==> src/rtl/line_draw_ctrl_pkg.sv <==
// Shared types and default sizing for the line-engine request controller.
package line_ctrl_pkg;

  // Controller sequence: grant in IDLE, launch in START, engine runs in WAIT,
  // report in RESP.
  typedef enum logic [1:0] {
    IDLE  = 2'd0,
    START = 2'd1,
    WAIT  = 2'd2,
    RESP  = 2'd3
  } state_t;

  localparam int NUM_REQ_DEF = 4;
  localparam int COORD_W_DEF = 8;
  localparam int TIMEOUT_DEF = 4096;

endpackage

==> src/rtl/line_draw_ctrl_if.sv <==
// Requester-side bundle: per-requester request and endpoints in, one-hot
// ack/err pulses and the currently served index out.
interface line_draw_ctrl_if
  import line_ctrl_pkg::*;
#(
  parameter int NUM_REQ = NUM_REQ_DEF,
  parameter int COORD_W = COORD_W_DEF
);

  localparam int IDX_W = $clog2(NUM_REQ);

  logic [NUM_REQ-1:0]         req;
  logic [NUM_REQ*COORD_W-1:0] req_x0;
  logic [NUM_REQ*COORD_W-1:0] req_y0;
  logic [NUM_REQ*COORD_W-1:0] req_x1;
  logic [NUM_REQ*COORD_W-1:0] req_y1;
  logic [NUM_REQ-1:0]         ack;
  logic [NUM_REQ-1:0]         err;
  logic [IDX_W-1:0]           grant_id;
  logic                       busy;

  // Requester front-ends drive requests and endpoints.
  modport master (
    output req, req_x0, req_y0, req_x1, req_y1,
    input  ack, err, grant_id, busy
  );

  // The controller consumes requests and reports completion.
  modport slave (
    input  req, req_x0, req_y0, req_x1, req_y1,
    output ack, err, grant_id, busy
  );

endinterface

==> src/rtl/line_draw_ctrl_rr_arbiter.sv <==
// Combinational round-robin picker: first asserted request at or after ptr,
// wrapping modulo NUM_REQ. Kept generic so other shared ports can reuse it.
module rr_arbiter
  import line_ctrl_pkg::*;
#(
  parameter int NUM_REQ = NUM_REQ_DEF,
  localparam int IDX_W = $clog2(NUM_REQ)
) (
  input  logic [NUM_REQ-1:0] req,
  input  logic [IDX_W-1:0]   ptr,
  output logic [IDX_W-1:0]   gnt_idx,
  output logic               gnt_vld
);

  localparam logic [IDX_W:0] NUM_REQ_V = (IDX_W+1)'(NUM_REQ);

  logic [NUM_REQ-1:0] rot;
  logic [IDX_W-1:0]   off;
  logic [IDX_W:0]     sum;

  // Rotate so ptr sits at bit 0, take the lowest set bit, rotate the index back.
  always_comb begin
    rot = NUM_REQ'({req, req} >> ptr);
    off = '0;
    for (int j = NUM_REQ - 1; j >= 0; j--) begin
      if (rot[j]) off = IDX_W'(j);
    end
    sum = {1'b0, ptr} + {1'b0, off};
    if (sum >= NUM_REQ_V) sum = sum - NUM_REQ_V;
    gnt_idx = sum[IDX_W-1:0];
    gnt_vld = |req;
  end

endmodule

==> src/rtl/line_draw_ctrl.sv <==
// Shares one Bresenham line engine among NUM_REQ requesters: round-robin
// grant, endpoint capture, one-cycle launch, watchdog-guarded wait, and a
// one-cycle ack (or err) back to the served requester.
module line_draw_ctrl
  import line_ctrl_pkg::*;
#(
  parameter int NUM_REQ = NUM_REQ_DEF,
  parameter int COORD_W = COORD_W_DEF,
  parameter int TIMEOUT = TIMEOUT_DEF
) (
  input  logic               clk,
  input  logic               n_rst,
  line_draw_ctrl_if.slave    bus,
  output logic [COORD_W-1:0] eng_x0,
  output logic [COORD_W-1:0] eng_y0,
  output logic [COORD_W-1:0] eng_x1,
  output logic [COORD_W-1:0] eng_y1,
  output logic               eng_start,
  input  logic               eng_done
);

  localparam int IDX_W = $clog2(NUM_REQ);
  // One spare bit so the saturating count can never alias TIMEOUT-1.
  localparam int CNT_W = $clog2(TIMEOUT) + 1;

  localparam logic [CNT_W-1:0] CNT_LAST = CNT_W'(TIMEOUT - 1);
  localparam logic [IDX_W-1:0] IDX_LAST = IDX_W'(NUM_REQ - 1);

  state_t             state;
  logic [IDX_W-1:0]   ptr;
  logic [IDX_W-1:0]   grant_q;
  logic [CNT_W-1:0]   wd_cnt;
  logic [NUM_REQ-1:0] ack_q;
  logic [NUM_REQ-1:0] err_q;
  logic               busy_q;

  logic [IDX_W-1:0]   arb_idx;
  logic               arb_vld;

  // Watchdog increment that sticks at all-ones instead of wrapping.
  function automatic logic [CNT_W-1:0] sat_inc(input logic [CNT_W-1:0] v);
    return (&v) ? v : v + CNT_W'(1);
  endfunction

  // Successor index modulo NUM_REQ (NUM_REQ need not be a power of two).
  function automatic logic [IDX_W-1:0] next_idx(input logic [IDX_W-1:0] i);
    return (i == IDX_LAST) ? '0 : i + IDX_W'(1);
  endfunction

  function automatic logic [NUM_REQ-1:0] onehot(input logic [IDX_W-1:0] i);
    return NUM_REQ'(1) << i;
  endfunction

  // Extract requester i's coordinate slice from a packed per-requester bus.
  function automatic logic [COORD_W-1:0] pick(
    input logic [NUM_REQ*COORD_W-1:0] v,
    input logic [IDX_W-1:0]           i
  );
    logic [COORD_W-1:0] r;
    r = '0;
    for (int k = 0; k < NUM_REQ; k++) begin
      if (i == IDX_W'(k)) r = v[k*COORD_W +: COORD_W];
    end
    return r;
  endfunction

  rr_arbiter #(
    .NUM_REQ (NUM_REQ)
  ) u_arb (
    .req     (bus.req),
    .ptr     (ptr),
    .gnt_idx (arb_idx),
    .gnt_vld (arb_vld)
  );

  // Controller FSM with registered outputs; pulses default low every cycle.
  always_ff @(posedge clk or negedge n_rst) begin
    if (!n_rst) begin
      state     <= IDLE;
      ptr       <= '0;
      grant_q   <= '0;
      wd_cnt    <= '0;
      eng_x0    <= '0;
      eng_y0    <= '0;
      eng_x1    <= '0;
      eng_y1    <= '0;
      eng_start <= 1'b0;
      ack_q     <= '0;
      err_q     <= '0;
      busy_q    <= 1'b0;
    end else begin
      eng_start <= 1'b0;
      ack_q     <= '0;
      err_q     <= '0;
      case (state)
        IDLE: begin
          // Endpoints are captured only here; later changes by the requester
          // do not disturb the line in flight.
          if (arb_vld) begin
            grant_q   <= arb_idx;
            eng_x0    <= pick(bus.req_x0, arb_idx);
            eng_y0    <= pick(bus.req_y0, arb_idx);
            eng_x1    <= pick(bus.req_x1, arb_idx);
            eng_y1    <= pick(bus.req_y1, arb_idx);
            eng_start <= 1'b1;
            busy_q    <= 1'b1;
            state     <= START;
          end
        end
        START: begin
          wd_cnt <= '0;
          ptr    <= next_idx(grant_q);
          state  <= WAIT;
        end
        WAIT: begin
          wd_cnt <= sat_inc(wd_cnt);
          // Completion wins over a watchdog expiry in the same cycle.
          if (eng_done) begin
            ack_q <= onehot(grant_q);
            state <= RESP;
          end else if (wd_cnt == CNT_LAST) begin
            err_q <= onehot(grant_q);
            state <= RESP;
          end
        end
        RESP: begin
          busy_q <= 1'b0;
          state  <= IDLE;
        end
        default: state <= IDLE;
      endcase
    end
  end

  assign bus.ack      = ack_q;
  assign bus.err      = err_q;
  assign bus.grant_id = grant_q;
  assign bus.busy     = busy_q;

endmodule

==> src/flat_wrapper.sv <==
// flat-port wrapper written by rule: the top's interface ports become plain ports
module line_draw_ctrl_flat import line_ctrl_pkg::*;
#(
  parameter int NUM_REQ = NUM_REQ_DEF,
  parameter int COORD_W = COORD_W_DEF,
  parameter int TIMEOUT = TIMEOUT_DEF
)
  (clk, n_rst, eng_x0, eng_y0, eng_x1, eng_y1, eng_start, eng_done, bus_req, bus_req_x0, bus_req_y0, bus_req_x1, bus_req_y1, bus_ack, bus_err, bus_grant_id, bus_busy);
  line_draw_ctrl_if #(.NUM_REQ(NUM_REQ), .COORD_W(COORD_W)) bus_i ();
  input  logic clk;
  input  logic n_rst;
  output logic [COORD_W-1:0] eng_x0;
  output logic [COORD_W-1:0] eng_y0;
  output logic [COORD_W-1:0] eng_x1;
  output logic [COORD_W-1:0] eng_y1;
  output logic eng_start;
  input  logic eng_done;
  input wire logic [$bits(bus_i.req)-1:0] bus_req;
  input wire logic [$bits(bus_i.req_x0)-1:0] bus_req_x0;
  input wire logic [$bits(bus_i.req_y0)-1:0] bus_req_y0;
  input wire logic [$bits(bus_i.req_x1)-1:0] bus_req_x1;
  input wire logic [$bits(bus_i.req_y1)-1:0] bus_req_y1;
  output wire logic [$bits(bus_i.ack)-1:0] bus_ack;
  output wire logic [$bits(bus_i.err)-1:0] bus_err;
  output wire logic [$bits(bus_i.grant_id)-1:0] bus_grant_id;
  output wire logic [$bits(bus_i.busy)-1:0] bus_busy;
  assign bus_i.req = bus_req;
  assign bus_i.req_x0 = bus_req_x0;
  assign bus_i.req_y0 = bus_req_y0;
  assign bus_i.req_x1 = bus_req_x1;
  assign bus_i.req_y1 = bus_req_y1;
  assign bus_ack = bus_i.ack;
  assign bus_err = bus_i.err;
  assign bus_grant_id = bus_i.grant_id;
  assign bus_busy = bus_i.busy;
  line_draw_ctrl #(.NUM_REQ(NUM_REQ), .COORD_W(COORD_W), .TIMEOUT(TIMEOUT)) u_core (.clk(clk), .n_rst(n_rst), .bus(bus_i), .eng_x0(eng_x0), .eng_y0(eng_y0), .eng_x1(eng_x1), .eng_y1(eng_y1), .eng_start(eng_start), .eng_done(eng_done));
endmodule
==> config.mk <==
export PLATFORM = sky130hd
export DESIGN_NAME = line_draw_ctrl_flat
export DESIGN_NICKNAME = d
export VERILOG_FILES = /design/src/rtl/line_draw_ctrl_pkg.sv /design/src/rtl/line_draw_ctrl_if.sv /design/src/rtl/line_draw_ctrl_rr_arbiter.sv /design/src/rtl/line_draw_ctrl.sv /design/src/flat_wrapper.sv
export SDC_FILE = /design/constraint.sdc
export NUM_CORES = 1
export LEC_CHECK = 0
export ABC_AREA = 1
export ABC_CLOCK_PERIOD_IN_PS = 3970
export BUFFER_PORTS_ARGS = -buffer_cell sky130_fd_sc_hd__buf_2
export CORE_MARGIN = 2
export CORE_UTILIZATION = 45
export CTS_BUF_LIST = sky130_fd_sc_hd__clkbuf_16
export CTS_CLUSTER_DIAMETER = 30
export DETAILED_ROUTE_END_ITERATION = 10
export PLACE_DENSITY = 0.77
export SLEW_MARGIN = 15
export SYNTH_ARGS = -nofsm -noshare
export SYNTH_HDL_FRONTEND = slang
export SYNTH_SLANG_ARGS = --single-unit
export TNS_END_PERCENT = 1
==> constraint.sdc <==
create_clock -name clk -period 3.97 [get_ports clk]
set_input_delay 0.794 -clock clk [delete_from_list [all_inputs] [get_ports clk]]
set_output_delay 0.794 -clock clk [all_outputs]
set_load 0.03 [all_outputs]
==> results list <==
- The run finished with clean final reports.
- After the first detailed-routing iteration, the DRC count stood at 206.
- From left edge to right edge, the die measures 98.18 um.
- The final number of hold-violating endpoints came to 0.
- H-tree depth reported by CTS: 3
- The startpoint identified for the worst hold timing path is u_core.eng_y1[6]$_DFFE_PN0P_.
- The commonest cells after synthesis are 190 x sky130_fd_sc_hd__nand2_1, 75 x sky130_fd_sc_hd__inv_1, 67 x sky130_fd_sc_hd__nand3_1.
- The max-slew violation count was 0.
* Worst R2R Path Depth: 16
- FILL cells: 851
* GRT Total Usage: 24.08%
- In the synthesized netlist, the number of instances is 570.
* Most area-hungry cell type in the Yosys netlist: sky130_fd_sc_hd__dfrtp_1
- Count of buffer and inverter cells on the critical path: 2
- After the last flow step, the layout net total stands at 882.
- Among cell families on the critical path, the largest total delay comes from simple AND/OR/NAND/NOR gates.
* Xor/xnor share of the synthesized area: 1.975%
* Non-Filler Instances: 849
* HPWL Detailed: 8749 um
- Setup repair after global routing left no endpoint under its margin.
- Synth warnings: 0
- Summing every instance area after synthesis gives 3991 sq um.
- Sequential share of the synthesized area: 38.24%
- Antenna violations before repair: 0
- Net count after synthesis: 716
- Die height: 98.18 um
- Worst stage delay on the critical path: 0.46 ns
- Number of vias per cell after detailed routing: 5.039
- The via count of the first global-routing pass is 4,127.
* Total wirelength of the detailed-routed design: 11,580 um
- Hold repair after CTS inserted 0 buffers.
* Number of resized instances in the post-cts repair step: 0
- Of the cells placed in the final design, the portion with a size suffix greater than 1 is 30.09%.
* Clock buffer depth: 2
- TritonCTS clock tree: built
- STA classifies the critical path startpoint as an input port.
* Worst hold slack after final layout: 0.4703 ns
* Simple-Gate Fraction of Synth Area: 35.45%
- Synthesis-to-layout area growth: 29.72%
- The analysis attributes to cell leakage a power of 3.000 nW.
* Number of buffers inserted to repair setup after CTS: 0
- Most common cell on crit path: sky130_fd_sc_hd__nand2_1
- For this configuration, the core starts out at a cell density of 45.99%.
- Max-cap violations in this run came to 0.
- At the end of routability-driven placement, the weighted congestion stood at 0.8934.
- Clock Root Buffer: sky130_fd_sc_hd__clkbuf_16
- After Yosys synthesis, full adders, half adders and majority gates account for 3.448% of the synthesized area.
- A synthesized cell averages 7.002 sq um.
- On the critical path, the stage with the largest delay is an instance of sky130_fd_sc_hd__nor2_4.
* Most instantiated flip-flop cell in the synthesis netlist: sky130_fd_sc_hd__dfrtp_1
- Worst endpoint data arrival time: 3.20 ns
- Required time at the worst-slack endpoint: 4.24 ns
- In the final layout, flip-flops and latches occupy 1526 sq um.
- Library cells used by synthesis: 34
* Total congestion overflow after global routing: 0
- Counting instances, the worst hold path has a depth of 2.
- Summing the areas of all compound-gate instances in the mapped netlist gives 9.028% of the synthesized area.
- The worst path needs 2.935 ns of the cycle, external delays included.
* Most used standard cell by instance count after synthesis: sky130_fd_sc_hd__nand2_1
* Max-Slew Margin vs Limit: 36.39%
- Portion of the clock cycle consumed by the worst path in the final layout: 73.94%
* Register-to-register setup slack: 1.05 ns
- In the final layout, the multi-input gates occupy 1994 sq um.
* Flip-flop and latch count after synthesis: 61
- Clock insertion delay at the later pin of the skew report: 0.33 ns
* Number of standard-cell rows in the floorplan: 34
* Maximum clock rate: 340.7 MHz
* Post-synth EDFFs: 0
- Number of diodes added for antenna fixing: 0
* Total clock buffers created by CTS: 9
- Clock slew at reported path FFs: 0.05 ns
- During I/O placement, the number of pins put on the boundary was 179.
- By startpoint and endpoint, the worst setup path is classified as input port to flip-flop.
- Cell count after placement: 833
- Of all flip-flops after synthesis, the portion carrying an async set or reset was 100.0%.
- Final setup TNS: 0 ns
* Cells along the critical path: buf_2 > nand2_1 > nand3_1 > nand2_1 > nand3_1 > a21boi_0 > ha_1 > xnor2_1 > inv_1 > nand2_8 > nand2_8 > nor2_4 > nand2_1 > nand3_1 > nand2_1 > nand2_1
- Power per Cell Area: 1009 nW/um^2
* Setup crit end kind: flip-flop
- IR Drop Worst-Case VDD: 631.6 uV
* Number of vias after detailed routing: 4,278
* FF-to-FF Start: u_core.ptr[0]$_DFFE_PN0P_
- Mux cell area share after synthesis: 0%
- For this design, the sink count on the clock tree is 61.
* Residual antenna-violating net count after detailed routing: 0
* Count of unresolved DRC violations after routing: 0
- CP Max Fanout: 42
- The first detailed-routing pass ran for 5 iterations.
* Worst min-delay path endpoint: u_core.eng_y1[6]$_DFFE_PN0P_
- Largest net degree at the start of global routing: 44
* Routed length per placed instance: 13.63 um
- In the post-synthesis netlist, the biggest area contributors are sky130_fd_sc_hd__dfrtp_1 38%, sky130_fd_sc_hd__nand2_1 18%, sky130_fd_sc_hd__nand3_1 8.4%, sky130_fd_sc_hd__inv_1 7.1%, sky130_fd_sc_hd__o21ai_1 3.9%.
- Setup violations remaining at the end of the flow were counted as 0.
* Transition time of the tightest slew-check pin: 0.9542 ns
- The core region is 8678 sq um.
- Overall die area: 9639 sq um
- Number of buffers inserted by port buffering: 178
- Worst clock skew: 0.008482 ns
* First-pass GRT wire length: 18,870 um
* Area share of the largest cell type after synthesis: 38.24%
- Worst min-delay path class: flip-flop to flip-flop
- Endpoint of the most critical register-to-register path: u_core.eng_y0[7]$_DFFE_PN0P_
- Combinational family with the most area after synthesis: simple AND/OR/NAND/NOR gates
metrics by stage:
step | utilization [%] | setup slack, ns | cell area (sq um) | power (mW)
after floorplan | - | 1.284 | 3991 | 3.832
after global placement | 56.39 | 0.8375 | 4893 | 4.382
after detailed placement | 56.39 | 0.7220 | 4893 | 4.497
after CTS | 59.66 | 1.049 | 5177 | 5.245
after global routing | 59.66 | 0.8182 | 5177 | 5.726
final | 59.66 | 1.035 | 5177 | 5.226
worst max-delay path by stage:
| stage | from | end | slack [ns] | cells past startpoint |
|---|---|---|---|---|
| final | bus_req[1] | u_core.eng_y0[7]$_DFFE_PN0P_ | 1.03 | 16 |
| after global routing | bus_req[3] | u_core.eng_y0[7]$_DFFE_PN0P_ | 0.82 | 16 |
| after CTS | bus_req[1] | u_core.eng_y0[7]$_DFFE_PN0P_ | 1.05 | 16 |
| after detailed placement | bus_req[1] | u_core.eng_y0[7]$_DFFE_PN0P_ | 0.72 | 16 |
| after global placement | bus_req[1] | u_core.eng_y0[7]$_DFFE_PN0P_ | 0.84 | 16 |
| after floorplan | bus_req[1] | u_core.eng_y1[0]$_DFFE_PN0P_ | 1.28 | 15 |
power by group:
group	internal, mW	leakage [nW]	switching (mW)	total (mW)
Combinational	1.05	2.07	2.42	3.47
Sequential	0.860	0.782	0.152	1.01
Clock	0.476	0.145	0.266	0.742
flip-flops by register name, indices dropped and copies added (netlist names):
name and count:
u_core.wd_cnt 13, u_core.eng_y1 8, u_core.bus.err 4, u_core.eng_x0 8, u_core.eng_y0 8, u_core.bus.ack 4, u_core.ptr 2, u_core.bus.busy 1
u_core.eng_x1 8, u_core.state 2, u_core.bus.grant_id 2, u_core.eng_start 1
per-layer routing:
metal	GRT usage [%]	vias to the layer above	wire length (um)
met3	6.299	21	819
met2	40.89	188	5780
met1	30.04	1932	4776
met5	0	-	0
met4	7.903	0	199
li1	-	2137	-
cells in the final DEF (no fill, tap or decap), types with 9 or more instances in the layout:
| cell | count |
|---|---|
| sky130_fd_sc_hd__nand2_1 | 190 |
| sky130_fd_sc_hd__ha_1 | 11 |
| sky130_fd_sc_hd__o21ai_1 | 31 |
| sky130_fd_sc_hd__nand4_1 | 12 |
| sky130_fd_sc_hd__o21ai_0 | 29 |
| sky130_fd_sc_hd__inv_1 | 77 |
| sky130_fd_sc_hd__dfrtp_1 | 61 |
| sky130_fd_sc_hd__nand3_1 | 67 |
| sky130_fd_sc_hd__clkbuf_16 | 9 |
| sky130_fd_sc_hd__nor2_1 | 11 |
| sky130_fd_sc_hd__buf_2 | 178 |
cells by family (layout without fill, tap and decap cells):
kind of cell / Yosys count / after routing
and+or+nand+nor: 310 / 310
buffers and inverters: 109 / 280
AOI/OAI and AO/OA: 70 / 70
DFF: 61 / 61
adders and majority gates: 11 / 11
xor gates and xnor gates: 9 / 9
worst reg2reg max path: stages, from the launching register on:
cell,delay [ns]
sky130_fd_sc_hd__dfrtp_1,0.45
sky130_fd_sc_hd__inv_2,0.13
sky130_fd_sc_hd__nand2_1,0.08
sky130_fd_sc_hd__nand3_1,0.07
sky130_fd_sc_hd__nand2_1,0.08
sky130_fd_sc_hd__nand3_1,0.08
sky130_fd_sc_hd__a21boi_0,0.09
sky130_fd_sc_hd__ha_1,0.19
sky130_fd_sc_hd__xnor2_1,0.31
sky130_fd_sc_hd__inv_1,0.18
sky130_fd_sc_hd__nand2_8,0.17
sky130_fd_sc_hd__nand2_8,0.20
sky130_fd_sc_hd__nor2_4,0.48
sky130_fd_sc_hd__nand2_1,0.10
sky130_fd_sc_hd__nand3_1,0.13
sky130_fd_sc_hd__nand2_1,0.07
sky130_fd_sc_hd__nand2_1,0.05
final cells by class:
cell class | instances | share of cell area [%]
clock buffers | 9 | 4.350
well taps | 108 | 2.610
repair buffers | 184 | 18.08
flip-flops and latches | 61 | 29.48
clock inverters | 7 | 1.136
inverters | 80 | 5.824
multi-input cells | 400 | 38.52
Power figures use the tool's default switching activity.
